===== config.mk =====
export PLATFORM = sky130hd
export DESIGN_NAME = adam_pause_seq
export DESIGN_NICKNAME = d
export VERILOG_FILES = /design/src/rtl/adam_pause_seq_pkg.sv /design/src/rtl/adam_pause_seq_tmo.sv /design/src/rtl/adam_pause_seq.sv
export SDC_FILE = /design/constraint.sdc
export NUM_CORES = 1
export LEC_CHECK = 0
export BUFFER_PORTS_ARGS = -buffer_cell sky130_fd_sc_hd__buf_2
export CAP_MARGIN = 20
export CORE_UTILIZATION = 61
export DETAILED_ROUTE_END_ITERATION = 8
export GPL_TIMING_DRIVEN = 1
export PLACE_DENSITY = 0.85
export SLEW_MARGIN = 15
export SYNTH_ARGS = -nofsm -noshare
export SYNTH_HDL_FRONTEND = slang
export SYNTH_SLANG_ARGS = --single-unit

===== constraint.sdc =====
create_clock -name clk -period 6.1 [get_ports clk]
set_input_delay 0.915 -clock clk [delete_from_list [all_inputs] [get_ports clk]]
set_output_delay 0.915 -clock clk [all_outputs]
set_load 0.005 [all_outputs]

===== src/rtl/adam_pause_seq_pkg.sv =====
// Shared types for the ADAM pause/resume sequencer: FSM state encoding and
// the index-width helper used to size the per-instance channel index type.
package adam_pause_seq_pkg;

   typedef enum logic [2:0] {
      RUNNING,
      PAUSING,
      PAUSED,
      RESUMING,
      SETTLE
   } state_t;

   // Channel index width; a single channel still needs one index bit.
   function automatic int idx_width(input int n);
      return (n > 1) ? $clog2(n) : 1;
   endfunction

endpackage


===== src/rtl/adam_pause_seq_tmo.sv =====
// Load/increment saturating cycle counter; expired flags the last cycle of a
// non-zero limit. Serves both the ack timeout and the settle delay.
module adam_pause_seq_tmo
   import adam_pause_seq_pkg::*;
#(
   parameter int W = 16
) (
   input  logic         clk,
   input  logic         rst,
   input  logic         load,
   input  logic         inc,
   input  logic [W-1:0] limit,
   output logic         expired
);

   logic [W-1:0] tmo_cnt_reg;

   always_ff @(posedge clk or posedge rst) begin
      if (rst) begin
         tmo_cnt_reg <= '0;
      end else if (load) begin
         tmo_cnt_reg <= '0;
      end else if (inc && (tmo_cnt_reg != '1)) begin
         tmo_cnt_reg <= tmo_cnt_reg + 1'b1;
      end
   end

   // A zero limit never expires, which gives the wait-forever behaviour.
   assign expired = (limit != '0) && (tmo_cnt_reg == (limit - 1'b1));

endmodule


===== src/rtl/adam_pause_seq.sv =====
// Pause/resume sequencer: pauses enabled channels in ascending order, resumes
// in descending order, with per-channel ack timeout and sticky error flags.
// Optional macro ADAM_PAUSE_SEQ_DELAY_EN adds a settle input and SETTLE state.
module adam_pause_seq
   import adam_pause_seq_pkg::*;
#(
   parameter int NO_CHANNELS = 4,
   parameter int TIMEOUT_W   = 16,
   parameter int RST_PAUSED  = 1
) (
   input  logic                   clk,
   input  logic                   rst,
   input  logic                   pause_req,
   output logic                   pause_ack,
   input  logic [NO_CHANNELS-1:0] ch_en,
   input  logic [TIMEOUT_W-1:0]   timeout,
`ifdef ADAM_PAUSE_SEQ_DELAY_EN
   input  logic [TIMEOUT_W-1:0]   settle,
`endif
   output logic [NO_CHANNELS-1:0] ch_req,
   input  logic [NO_CHANNELS-1:0] ch_ack,
   output logic [NO_CHANNELS-1:0] err,
   input  logic                   err_clr,
   output logic                   busy
);

   localparam int IDX_W = idx_width(NO_CHANNELS);
   typedef logic [IDX_W-1:0] idx_t;
   localparam idx_t LAST_IDX = idx_t'(NO_CHANNELS - 1);

   state_t                 state_reg;
   idx_t                   idx_reg;
   logic                   wait_reg;
   logic [NO_CHANNELS-1:0] ch_req_reg;
   logic [NO_CHANNELS-1:0] err_reg;
   logic                   pause_ack_reg;
   logic                   busy_reg;
`ifdef ADAM_PAUSE_SEQ_DELAY_EN
   logic                   dir_reg;
   logic                   settle_go;
`endif

   logic                   in_step;
   logic                   ack_seen;
   logic                   tmo_hit;
   logic                   step_done;
   logic                   advance;
   logic                   pause_dir;
   logic                   tmo_expired;
   logic                   tmo_load;
   logic                   tmo_inc;
   logic [TIMEOUT_W-1:0]   tmo_limit;
   logic                   enter_step;
   logic                   enter_pause;
   idx_t                   enter_idx;
   logic                   go_paused;
   logic                   go_running;
   logic [NO_CHANNELS-1:0] err_set;

   adam_pause_seq_tmo #(
      .W (TIMEOUT_W)
   ) u_tmo (
      .clk     (clk),
      .rst     (rst),
      .load    (tmo_load),
      .inc     (tmo_inc),
      .limit   (tmo_limit),
      .expired (tmo_expired)
   );

   // Step completion: wait_reg records whether this step owns a handshake.
   always_comb begin
      in_step   = (state_reg == PAUSING) || (state_reg == RESUMING);
      ack_seen  = (state_reg == PAUSING) ? ch_ack[idx_reg] : ~ch_ack[idx_reg];
      tmo_hit   = in_step && wait_reg && !ack_seen && tmo_expired;
      step_done = in_step && (!wait_reg || ack_seen || tmo_hit);
`ifdef ADAM_PAUSE_SEQ_DELAY_EN
      settle_go = step_done && wait_reg && (settle != '0);
      advance   = (step_done && !settle_go) || ((state_reg == SETTLE) && tmo_expired);
      pause_dir = (state_reg == PAUSING) || ((state_reg == SETTLE) && dir_reg);
      tmo_limit = (state_reg == SETTLE) ? settle : timeout;
      tmo_inc   = (in_step && wait_reg) || (state_reg == SETTLE);
`else
      advance   = step_done;
      pause_dir = (state_reg == PAUSING);
      tmo_limit = timeout;
      tmo_inc   = in_step && wait_reg;
`endif
      tmo_load  = (state_reg == RUNNING) || (state_reg == PAUSED) || step_done || advance;
      err_set   = '0;
      if (tmo_hit) begin
         err_set[idx_reg] = 1'b1;
      end
   end

   // Next-step selection; pause_req is only looked at on channel boundaries.
   always_comb begin
      enter_step  = 1'b0;
      enter_pause = 1'b0;
      enter_idx   = idx_reg;
      go_paused   = 1'b0;
      go_running  = 1'b0;
      case (state_reg)
         RUNNING: begin
            if (pause_req) begin
               enter_step  = 1'b1;
               enter_pause = 1'b1;
               enter_idx   = '0;
            end
         end
         PAUSED: begin
            if (!pause_req) begin
               enter_step = 1'b1;
               enter_idx  = LAST_IDX;
            end
         end
         default: begin
            if (advance) begin
               if (pause_dir) begin
                  if (!pause_req) begin
                     enter_step = 1'b1;
                  end else if (idx_reg == LAST_IDX) begin
                     go_paused = 1'b1;
                  end else begin
                     enter_step  = 1'b1;
                     enter_pause = 1'b1;
                     enter_idx   = idx_reg + idx_t'(1);
                  end
               end else begin
                  if (pause_req) begin
                     enter_step  = 1'b1;
                     enter_pause = 1'b1;
                  end else if (idx_reg == '0) begin
                     go_running = 1'b1;
                  end else begin
                     enter_step = 1'b1;
                     enter_idx  = idx_reg - idx_t'(1);
                  end
               end
            end
         end
      endcase
   end

   always_ff @(posedge clk or posedge rst) begin
      if (rst) begin
         if (RST_PAUSED != 0) begin
            state_reg     <= PAUSED;
            idx_reg       <= LAST_IDX;
            ch_req_reg    <= '1;
            pause_ack_reg <= 1'b1;
         end else begin
            state_reg     <= RUNNING;
            idx_reg       <= '0;
            ch_req_reg    <= '0;
            pause_ack_reg <= 1'b0;
         end
         wait_reg <= 1'b0;
         err_reg  <= '0;
         busy_reg <= 1'b0;
`ifdef ADAM_PAUSE_SEQ_DELAY_EN
         dir_reg  <= 1'b0;
`endif
      end else begin
         // A timeout landing with err_clr still sets its own bit.
         err_reg <= (err_clr ? '0 : err_reg) | err_set;
         if (enter_step) begin
            idx_reg  <= enter_idx;
            busy_reg <= 1'b1;
            if (enter_pause) begin
               state_reg <= PAUSING;
               wait_reg  <= ch_en[enter_idx];
               if (ch_en[enter_idx]) begin
                  ch_req_reg[enter_idx] <= 1'b1;
               end
            end else begin
               // Release regardless of ch_en so a disabled-but-held channel drops.
               state_reg             <= RESUMING;
               wait_reg              <= ch_req_reg[enter_idx];
               ch_req_reg[enter_idx] <= 1'b0;
            end
         end else if (go_paused) begin
            state_reg     <= PAUSED;
            pause_ack_reg <= 1'b1;
            busy_reg      <= 1'b0;
            wait_reg      <= 1'b0;
         end else if (go_running) begin
            state_reg     <= RUNNING;
            pause_ack_reg <= 1'b0;
            busy_reg      <= 1'b0;
            wait_reg      <= 1'b0;
         end
`ifdef ADAM_PAUSE_SEQ_DELAY_EN
         else if (settle_go) begin
            state_reg <= SETTLE;
            dir_reg   <= (state_reg == PAUSING);
         end
`endif
      end
   end

   assign pause_ack = pause_ack_reg;
   assign ch_req    = ch_req_reg;
   assign err       = err_reg;
   assign busy      = busy_reg;

endmodule


Word-level counts from Yosys, hierarchy flattened. Index checks and enable logic that the tools add are counted.

Register bits: 32. Latch bits: 0. Memory bits (writable): 0. Bits in read-only memories: 0. Input port bits: 28. Output and inout bits: 10. Logic and storage cells: 113. Memories: 0.

$add $sub $neg: 4. $mul: 0. Divide/modulo/power cells: 0. Order comparisons: 4. Equal/unequal tests: 7. Shifts and indexed selects: 0. Multiplexer cells: 59. Bitwise gates (word level): 6. Reduce and logical (&&, ||, !) cells: 25.

Operators by type and width (count): 2-to-1 mux 1 bit (33); 2-to-1 mux 16 bit (2); 2-to-1 mux 2 bit (9); adder 16 x 1 -> 16 bit, second input constant (1); equality test 16 bit (1); 2-to-1 mux 4 bit (4); != test 16 bit, second input constant (1); nonzero test 16 bit (1); subtractor 16 x 1 -> 16 bit, second input constant (1); 2-to-1 mux 3 bit (3); logical AND 1 bit (8); bitwise OR 4 bit (2); binary-select mux 1 bit (select 2 bit) (3); equality test 3 x 2 -> 1 bit, second input constant (2); logical OR 1 bit (6); less-than comparator 2 x 3 -> 1 bit, second input constant (2); bitwise AND 4 bit (1); demux 1 bit (select 2 bit) (2); >= comparator 2 x 1 -> 1 bit, second input constant (2); inverter 4 bit (1); case mux 1 bit (2 select lines) (2); case mux 2 bit (2 select lines) (1); AND reduction 2 bit (2); nonzero test 2 bit (2); 11 further kinds (13).

Logic depth before layout (Yosys ltp). Gate-level depths: netlist (run 1).

Depth in word-level cells: 18. Gate-level depth with buffers: 13. Mapped depth without buffers: 12.

Hierarchy. A second synthesis (run 1) with hierarchy kept.

Cells, all modules: 280. Area total of the unflattened synthesis: 2377.3 um^2.

Modules (own cells, without submodules): adam_pause_seq_tmo (times used 1, cells an instance 162, area each 1330.0 um^2, sequential area each 400.4 um^2); adam_pause_seq (times used 1, cells an instance 118, area each 1047.3 um^2, sequential area each 360.3 um^2).

Least setup slack after synthesis (run 1). OpenSTA, ideal clock, no wires.

Path type: input to register. Start point: in timeout[0]. End point: reg wait_reg. Data arrival time: 3.860 ns. Data required time: 5.974 ns. Setup slack: 2.114 ns. Cell stages on the path: 13. Path buffers: 1. Cells stage by stage: inv_1 -> ha_1 -> nor3b_2 -> a31oi_1 -> o21a_1 -> a2111o_1 -> or4_4 -> buf_6 -> a2111o_1 -> o211ai_2 -> mux2i_1 -> nor3_1 -> o32a_1.

Cells in the longest elaborated chain, start to end: 12.

Ends and longest elaborated chain: start: declaration (line adam_pause_seq.sv:16) `input logic [TIMEOUT_W-1:0] timeout,`; subtractor 16 x 1 -> 16 bit (line adam_pause_seq_tmo.sv:29) `assign expired = (limit != '0) && (tmo_cnt_reg == (limit - 1'b1));`; equality test 16 bit (line adam_pause_seq_tmo.sv:29); logical AND 1 bit * (line adam_pause_seq_tmo.sv:29); logical AND 1 bit * (line adam_pause_seq.sv:75) `tmo_hit = in_step && wait_reg && !ack_seen && tmo_expired;`; logical OR 1 bit * (line adam_pause_seq.sv:76) `step_done = in_step && (!wait_reg || ack_seen || tmo_hit);`; logical AND 1 bit * (line adam_pause_seq.sv:76); 2-to-1 mux 2 bit (line adam_pause_seq.sv:118) `if (advance) begin`; case mux 2 bit (2 select lines) (line adam_pause_seq.sv:103) `case (state_reg)`; binary-select mux 1 bit (select 2 bit) (on tied branches) (line adam_pause_seq.sv:179, adam_pause_seq.sv:172); 2-to-1 mux 1 bit (on tied branches) (line adam_pause_seq.sv:179, adam_pause_seq.sv:172); 2-to-1 mux 1 bit (line adam_pause_seq.sv:170) `if (enter_pause) begin`; 2-to-1 mux 1 bit (line adam_pause_seq.sv:167) `if (enter_step) begin`; end signal: assignment (line adam_pause_seq.sv:172) `wait_reg <= ch_en[enter_idx];`; end signal: assignment (line adam_pause_seq.sv:179) `wait_reg <= ch_req_reg[enter_idx];`; end: declaration (line adam_pause_seq.sv:33) `logic wait_reg;`.

Every way passes the cells marked *; elsewhere a longest branch is shown, timed or not. The select of a mux whose other input is x is not followed. A chain may end at the register's enable or synchronous reset.

Worst setup path in the final report (run 1). Ends and elaborated chain as after synthesis.

==> summary.md, run 1 <==
| Metric | Value |
|---|---|
| Synth async-reset ratio | `100%` |
| Highest layer used for signal routing | `met4` |
| Initial Util | `64.3%` |
| Final-report hold violation count | `0` |
| Cts repair resizes | `0` |
| Vias per inst | `6.26` |
| Synth area leader | `dfrtp_1` |
| Initial antenna violation count | `0` |
| Die area | `0.00414 mm^2` |
| Clock group share of total power | `21.0%` |
| Num Clock Sinks | `30` |
| Mean post-synth cell area | `8.69 um^2` |
| Met1 Routed Length | `2530 um` |
| Worst-path clk slew | `0.07 ns` |
| Post-synthesis cell count | `273` |
| Max VDD drop | `0.306 mV` |
| Synth Warn # | `0` |
| Setup TNS | `0 ns` |
| Crit. End Element | `register` |
| Share of cells above drive strength 1 | `21.7%` |
| # Post-CTS Setup Buffers | `0` |
| Routed len/inst | `15.8 um` |
| Distinct cells, synth | `58` |
| Antenna Cells | `0` |
| CP startpoint kind | `input port` |
| Max Freq | `236 MHz` |
| Clock tree root driver cell | `clkbuf_8` |
| Worst Skew | `0.00886 ns` |
| PortBufs | `37` |
| RSZ-0062 raised after global routing | `no` |
| Synth Flop Type | `dfrtp_1` |
| Die height | `64.3 um` |
| Total net switching power | `0.395 mW` |
| Share of power burned in registers | `33.1%` |
| Post-DP HPWL | `4300 um` |
| Relative slew slack | `50.4%` |
| Vias in the first global route | `2,037` |
| Row Count | `22` |
| Total track usage | `30.4%` |
| Required @ worst endpoint | `6.27 ns` |
| Grt total ovfl | `0` |
| # DRC | `0` |
| Drt pass-1 iters | `5` |
| Status | `finished, final reports clean` |
| Initial DRC count | `278` |
| Pwr Density | `354 mW/mm^2` |
| Slew Limit Fails | `0` |
| Pint | `0.546 mW` |
| Fill count | `304` |
| Top-level I/O count | `38` |
| Synth top cells by count | `32 x nor2_1, 22 x dfrtp_1, 21 x xnor2_1` |
| Syn nets | `304` |
| Post-layout util | `72.0%` |
| Cell Count, Final, Fillers Out | `357` |
| First-pass GRT wire length | `9720 um` |
| Mapped cell area | `0.00237 mm^2` |
| Cts bufs inserted | `5` |
| Routed wl met3 | `406 um` |
| FF/Latch Area | `761 um^2` |
| Clk buf depth | `2` |
| Placer Congestion | `0.951` |
| Clock Latency Late Sink | `0.28 ns` |
| Layout Nets | `339` |
| Final Cycle Share | `69.5%` |
| CP Data Arrival Time | `4.41 ns` |
| Switching Fraction | `41.9%` |
| DR vias | `2,236` |
| Max Cap Viol | `0` |
| Hold Crit Class | `register to register` |
| Critical-path maximum fanout | `11` |
| Lkg Pwr | `1.09 nW` |
| Multi-input logic area | `0.00144 mm^2` |
| Area grow syn2layout | `12.0%` |
| Sequential share of the synthesized area | `32.1%` |
| Pin count of the biggest net entering global routing | `22` |
| Post-synth EDFFs | `0` |
| Worst slew pin tran | `0.736 ns` |
| Post-synth top area share | `23.2%` |
| Total Power | `0.941 mW` |
| Final Setup Violations | `0` |
| Yosys reg bits | `30` |
| Met2 WL post-DR | `2620 um` |
| DP Cell Count | `349` |
| Hold_buf cts | `0` |
| CTS tree | `built` |
| Largest cells by area after synthesis | `dfrtp_1 23%, dfstp_2 8.9%, xnor2_1 7.8%` |
| Combinational Power Share | `45.9%` |
| CORE AREA | `0.00369 mm^2` |
| Final min period | `4.24 ns` |
| Die Width | `64.3 um` |
| Crit path kind | `input port to register` |
| Count leader, synth | `nor2_1` |
| Antenna viol nets, final | `0` |
| Total Routed Length | `5650 um` |
| H-tree depth | `2` |
worst paths after layout:
| check | from | end | slack (ns) | cells past startpoint |
|---|---|---|---|---|
| worst max-delay path | timeout[0] | wait_reg | 1.86 | 13 |
| worst min-delay path | pause_ack | pause_ack | 0.49 | 2 |
| worst max register to register | idx_reg[0] | wait_reg | 2.18 | 10 |
| worst min register to register | pause_ack | pause_ack | 0.49 | 2 |
| max in group asynchronous | rst | asynchronous set/reset pin | 4.93 | 3 |
| min in group asynchronous | rst | u_tmo.tmo_cnt_reg[1] | 0.64 | 2 |
logic make-up (layout without fill, tap and decap cells):
logic type      Yosys count  in the layout  synth area share, %
xor+xnor                 32             32                 11.8
compound gates           64             64                 18.5
flops                    30             30                 32.1
mux                       9              9                 4.33
fa+ha+maj                 3              3                 1.58
buf+inv                  30             66                 7.28
simple gates            105            105                 24.4
power by group through the flow:
stage          Sequential, mW  Combinational, mW  Clock [mW]
2_1_floorplan           0.282              0.365           0
4_1_cts                 0.309              0.425       0.200
5_1_grt                 0.318              0.479       0.209
3_5_place_dp            0.311              0.420           0
3_3_place_gp            0.313              0.394           0
6_report                0.312              0.432       0.198
through the flow:
stage          cell area [um^2]  worst slack (ns)  hold WS (ns)
2_1_floorplan              2370              2.11         0.466
3_3_place_gp               2520              1.84         0.470
3_5_place_dp               2550              1.64         0.476
4_1_cts                    2660              1.89         0.486
5_1_grt                    2660              1.60         0.557
6_report                   2660              1.86         0.485
cell usage in the layout, fill, tap and decap left out, types with 2 or more instances in the layout:
| cell | Yosys | layout |
|---|---|---|
| nor2_1 | 32 | 32 |
| nand3_1 | 4 | 4 |
| o22ai_1 | 2 | 2 |
| xnor2_1 | 21 | 21 |
| nor4_1 | 5 | 5 |
| a2111o_1 | 2 | 2 |
| nand2b_1 | 2 | 2 |
| buf_2 | 0 | 37 |
| mux2i_1 | 8 | 8 |
| or3_1 | 2 | 2 |
| dfrtp_1 | 22 | 22 |
| nand4_1 | 7 | 7 |
| nand2_1 | 17 | 17 |
| o21ai_0 | 11 | 11 |
| nor3_1 | 9 | 9 |
| a41oi_1 | 2 | 2 |
| inv_1 | 19 | 19 |
| a31oi_1 | 11 | 11 |
| xor2_1 | 11 | 11 |
| a311oi_1 | 3 | 3 |
| or4_4 | 2 | 2 |
| dfstp_2 | 8 | 8 |
| ha_1 | 3 | 3 |
| a21oi_1 | 14 | 14 |
| o211ai_1 | 3 | 3 |
| nor2b_1 | 5 | 5 |
| a211oi_1 | 3 | 3 |
| clkbuf_8 | 0 | 5 |
| and3_1 | 6 | 6 |
| o32ai_1 | 3 | 3 |
per-layer routing:
layer	vias to the layer above	global-route usage (%)
li1	1064	-
met5	-	0
met1	1061	43.0
met2	99	48.2
met4	0	8.06
met3	12	4.82
layout make-up:
type / instances / share of cell area [%]
tap: 48 / 2.26
inverter: 20 / 2.83
sequential: 30 / 28.6
clock buffer: 6 / 2.73
timing repair buffer: 38 / 8.01
multi-input combinational: 213 / 54.1
clock inverter: 2 / 1.41
critical path, stage by stage:
cell and delay, ns:
buf_2 0.13, inv_1 0.08, ha_1 0.19, nor3b_2 0.44
a31oi_1 0.19, o21a_1 0.22, a2111o_1 0.38, or4_4 0.51
a21oi_1 0.40, a221o_2 0.37, mux2i_1 0.24, mux2i_1 0.13
o32a_1 0.20
Power figures use the tool's default switching activity.
==> run 2: changes to the inputs <==
Settings changed: CORE_UTILIZATION 61 to 57, PLACE_DENSITY 0.85 to 0.8.
Clock period 6.1 ns to 4 ns, I/O delays scaled along.
==> run 2 against run 1 <==
  * Die area rose by 6.8%
  * Sequential power rose by 52%
  * Clock power rose by 52%
  * First-iteration DRC count fell by 22%
  * Register-to-register slack got worse by 1.9 ns
  * Sequential share of layout area fell by 0.43 points
  * Flip-flop and latch count did not move
  * Final cell count rose by 2.0%
  * Combinational power rose by 53%
  * Largest cell class unchanged
  * Utilization fell by 4.6 points
  * Total power rose by 53%
==> summary.md, run 2 (synthesis gave the netlist of run 1 again) <==
| Metric | Value |
|---|---|
| DP Cell Count | `356 (was 349)` |
| Final Setup Violations | `0 (unchanged)` |
| # DRC | `0 (unchanged)` |
| Drt pass-1 iters | `5 (unchanged)` |
| Vias in the first global route | `2,000 (was 2,037)` |
| Initial Util | `59.3% (was 64.3%)` |
| Required @ worst endpoint | `4.16 ns (was 6.27 ns)` |
| RSZ-0062 raised after global routing | `no (unchanged)` |
| CTS tree | `built (unchanged)` |
| Hold Crit Class | `input port to asynchronous set/reset pin (was register to register)` |
| CP delay by family, top | `compound AO/OA/AOI/OAI gates (unchanged)` |
| Reg2reg path depth | `11 (was 10)` |
| Setup TNS | `0 ns (unchanged)` |
| Crit path kind | `input port to register (unchanged)` |
| Crit. End Element | `register (unchanged)` |
| Antenna viol nets, final | `0 (unchanged)` |
| Share of cells above drive strength 1 | `22.9% (was 21.7%)` |
| Die height | `66.5 um (was 64.3 um)` |
| Pin count of the biggest net entering global routing | `20 (was 22)` |
| Critical-path maximum fanout | `10 (was 11)` |
| Initial DRC count | `216 (was 278)` |
| Worst slew pin tran | `0.660 ns (was 0.736 ns)` |
| Vias per inst | `6.06 (was 6.26)` |
| Num Clock Sinks | `30 (unchanged)` |
| Slew Limit Fails | `0 (unchanged)` |
| Max Freq | `270 MHz` |
| CP most frequent cell | `mux2i_1 (unchanged)` |
| Total Routed Length | `5640 um (was 5650 um)` |
| Most common cell after layout, fill and taps aside | `buf_2 (unchanged)` |
| Max Cap Viol | `0 (unchanged)` |
| Die Width | `66.5 um (was 64.3 um)` |
| GR peak layer | `met2 (unchanged)` |
| Die area | `0.00442 mm^2 (was 0.00414 mm^2)` |
| Post-DP HPWL | `4290 um (was 4300 um)` |
| CORE AREA | `0.00400 mm^2 (was 0.00369 mm^2)` |
| PortBufs | `37 (unchanged)` |
| Crit-path cells | `buf_2 -> inv_1 -> ha_1 -> nor3b_2 -> a31oi_1 -> o21a_1 -> a2111o_1 -> or4_4 -> buf_4 -> a21oi_1 -> a221o_2 -> mux2i_1 -> mux2i_1 -> o32a_1 (was buf_2 -> inv_1 -> ha_1 -> nor3b_2 -> a31oi_1 -> o21a_1 -> a2111o_1 -> or4_4 -> a21oi_1 -> a221o_2 -> mux2i_1 -> mux2i_1 -> o32a_1)` |
| CP Data Arrival Time | `3.87 ns (was 4.41 ns)` |
| Setup WS post-layout | `0.294 ns (was 1.86 ns)` |
| Layout Nets | `344 (was 339)` |
| Clock Latency Late Sink | `0.28 ns (about the same)` |
| Final min period | `3.71 ns` |
| DR vias | `2,205 (was 2,236)` |
| CP max-delay cell | `nor3b_2 (was or4_4)` |
| Hold Slack | `0.348 ns (was 0.485 ns)` |
| Clk buf depth | `2 (unchanged)` |
| CP startpoint kind | `input port (unchanged)` |
| # Post-CTS Setup Buffers | `0 (unchanged)` |
| Cell Count, Final, Fillers Out | `364 (was 357)` |
| Final Cycle Share | `92.7%` |
| Total track usage | `28.2% (was 30.4%)` |
| Pwr Density | `533 mW/mm^2 (was 354 mW/mm^2)` |
| Cts repair resizes | `0 (unchanged)` |
| Worst Path Buf+Inv | `3 (was 2)` |
| Reg2reg start | `idx_reg[0] (unchanged)` |
| Worst-path clk slew | `0.06 ns (was 0.07 ns)` |
| Clock tree root driver cell | `clkbuf_8 (unchanged)` |
| Row Count | `23 (was 22)` |
| Worst stage delay on the critical path | `0.43 ns (was 0.51 ns)` |
| Antenna Cells | `0 (unchanged)` |
| Final-report hold violation count | `0 (unchanged)` |
| Routed len/inst | `15.5 um (was 15.8 um)` |
| Area grow syn2layout | `13.7% (was 12.0%)` |
| Max VDD drop | `0.485 mV (was 0.306 mV)` |
| Relative slew slack | `55.4% (was 50.4%)` |
| Met2 Track Usage GR | `42.6% (was 48.2%)` |
| Cts bufs inserted | `5 (unchanged)` |
| Reg2Reg Setup Slack | `0.32 ns (was 2.18 ns)` |
| Hold_buf cts | `0 (unchanged)` |
| Status | `finished, final reports clean (unchanged)` |
| Top-level I/O count | `38 (unchanged)` |
| RR Endpoint | `wait_reg (unchanged)` |
| Lkg Pwr | `1.12 nW (was 1.09 nW)` |
| First-pass GRT wire length | `9410 um (was 9720 um)` |
| Worst Skew | `0.00365 ns (was 0.00886 ns)` |
| Commonest non-fill, non-tap cells in the layout | `37 x buf_2, 32 x nor2_1, 22 x dfrtp_1 (unchanged)` |
| H-tree depth | `2 (unchanged)` |
| Placement Setup Slack | `0.0425 ns (was 1.64 ns)` |
| Grt total ovfl | `0 (unchanged)` |
| Initial antenna violation count | `0 (unchanged)` |
| Placer Congestion | `0.894 (was 0.951)` |
| GR Util met1 | `40.7% (was 43.0%)` |
| Met3 GRT Util | `5.48% (was 4.82%)` |
-- run 2: report_power, final --
group	switching [mW]	leakage, nW	internal (mW)
clock	0.116	0.0514	0.186
sequential	0.0849	0.386	0.389
combinational	0.386	0.678	0.276
-- run 2: layout make-up --
cell class | count | area, um^2
Clock buffer | 6 | 72.6
Clock inverter | 2 | 37.5
Fill cell | 332 | 1300
Inverter | 20 | 75.1
Multi-Input combinational cell | 213 | 1440
Sequential cell | 30 | 761
Tap cell | 50 | 62.6
Timing Repair Buffer | 43 | 250
-- run 2: stage by stage --
| step | power, mW | utilization [%] | cell area, um^2 |
|---|---|---|---|
| 2_1_floorplan | 0.988 | - | 2370 |
| 3_3_place_gp | 1.11 | 64.0 | 2560 |
| 3_5_place_dp | 1.13 | 64.7 | 2590 |
| 4_1_cts | 1.43 | 67.4 | 2700 |
| 5_1_grt | 1.54 | 67.4 | 2700 |
| 6_report | 1.44 | 67.4 | 2700 |
-- run 2: worst max-delay path by stage --
stage                     from  endpoint  cells past startpoint
floorplan           timeout[0]  wait_reg                     13
global placement    timeout[0]  wait_reg                     13
detailed placement  timeout[0]  wait_reg                     14
CTS                 timeout[0]  wait_reg                     14
global route        timeout[0]  wait_reg                     14
finish              timeout[0]  wait_reg                     14
-- run 2: layer usage --
metal | vias up | share of wire (%)
met1 | 1037 | 47
met2 | 85 | 46
met3 | 7 | 5.4
met5 | - | 0
met4 | 0 | 0.85
li1 | 1076 | -
-- run 2: worst reg2reg max path, cell delays in order (launching register included) --
cell and delay (ns):
dfstp_2 0.65, mux4_2 0.58, xnor2_1 0.21, nand3_1 0.11, a2111o_1 0.35, or4_4 0.42, buf_4 0.19, a21oi_1 0.22
a221o_2 0.31, mux2i_1 0.23, mux2i_1 0.10, o32a_1 0.19
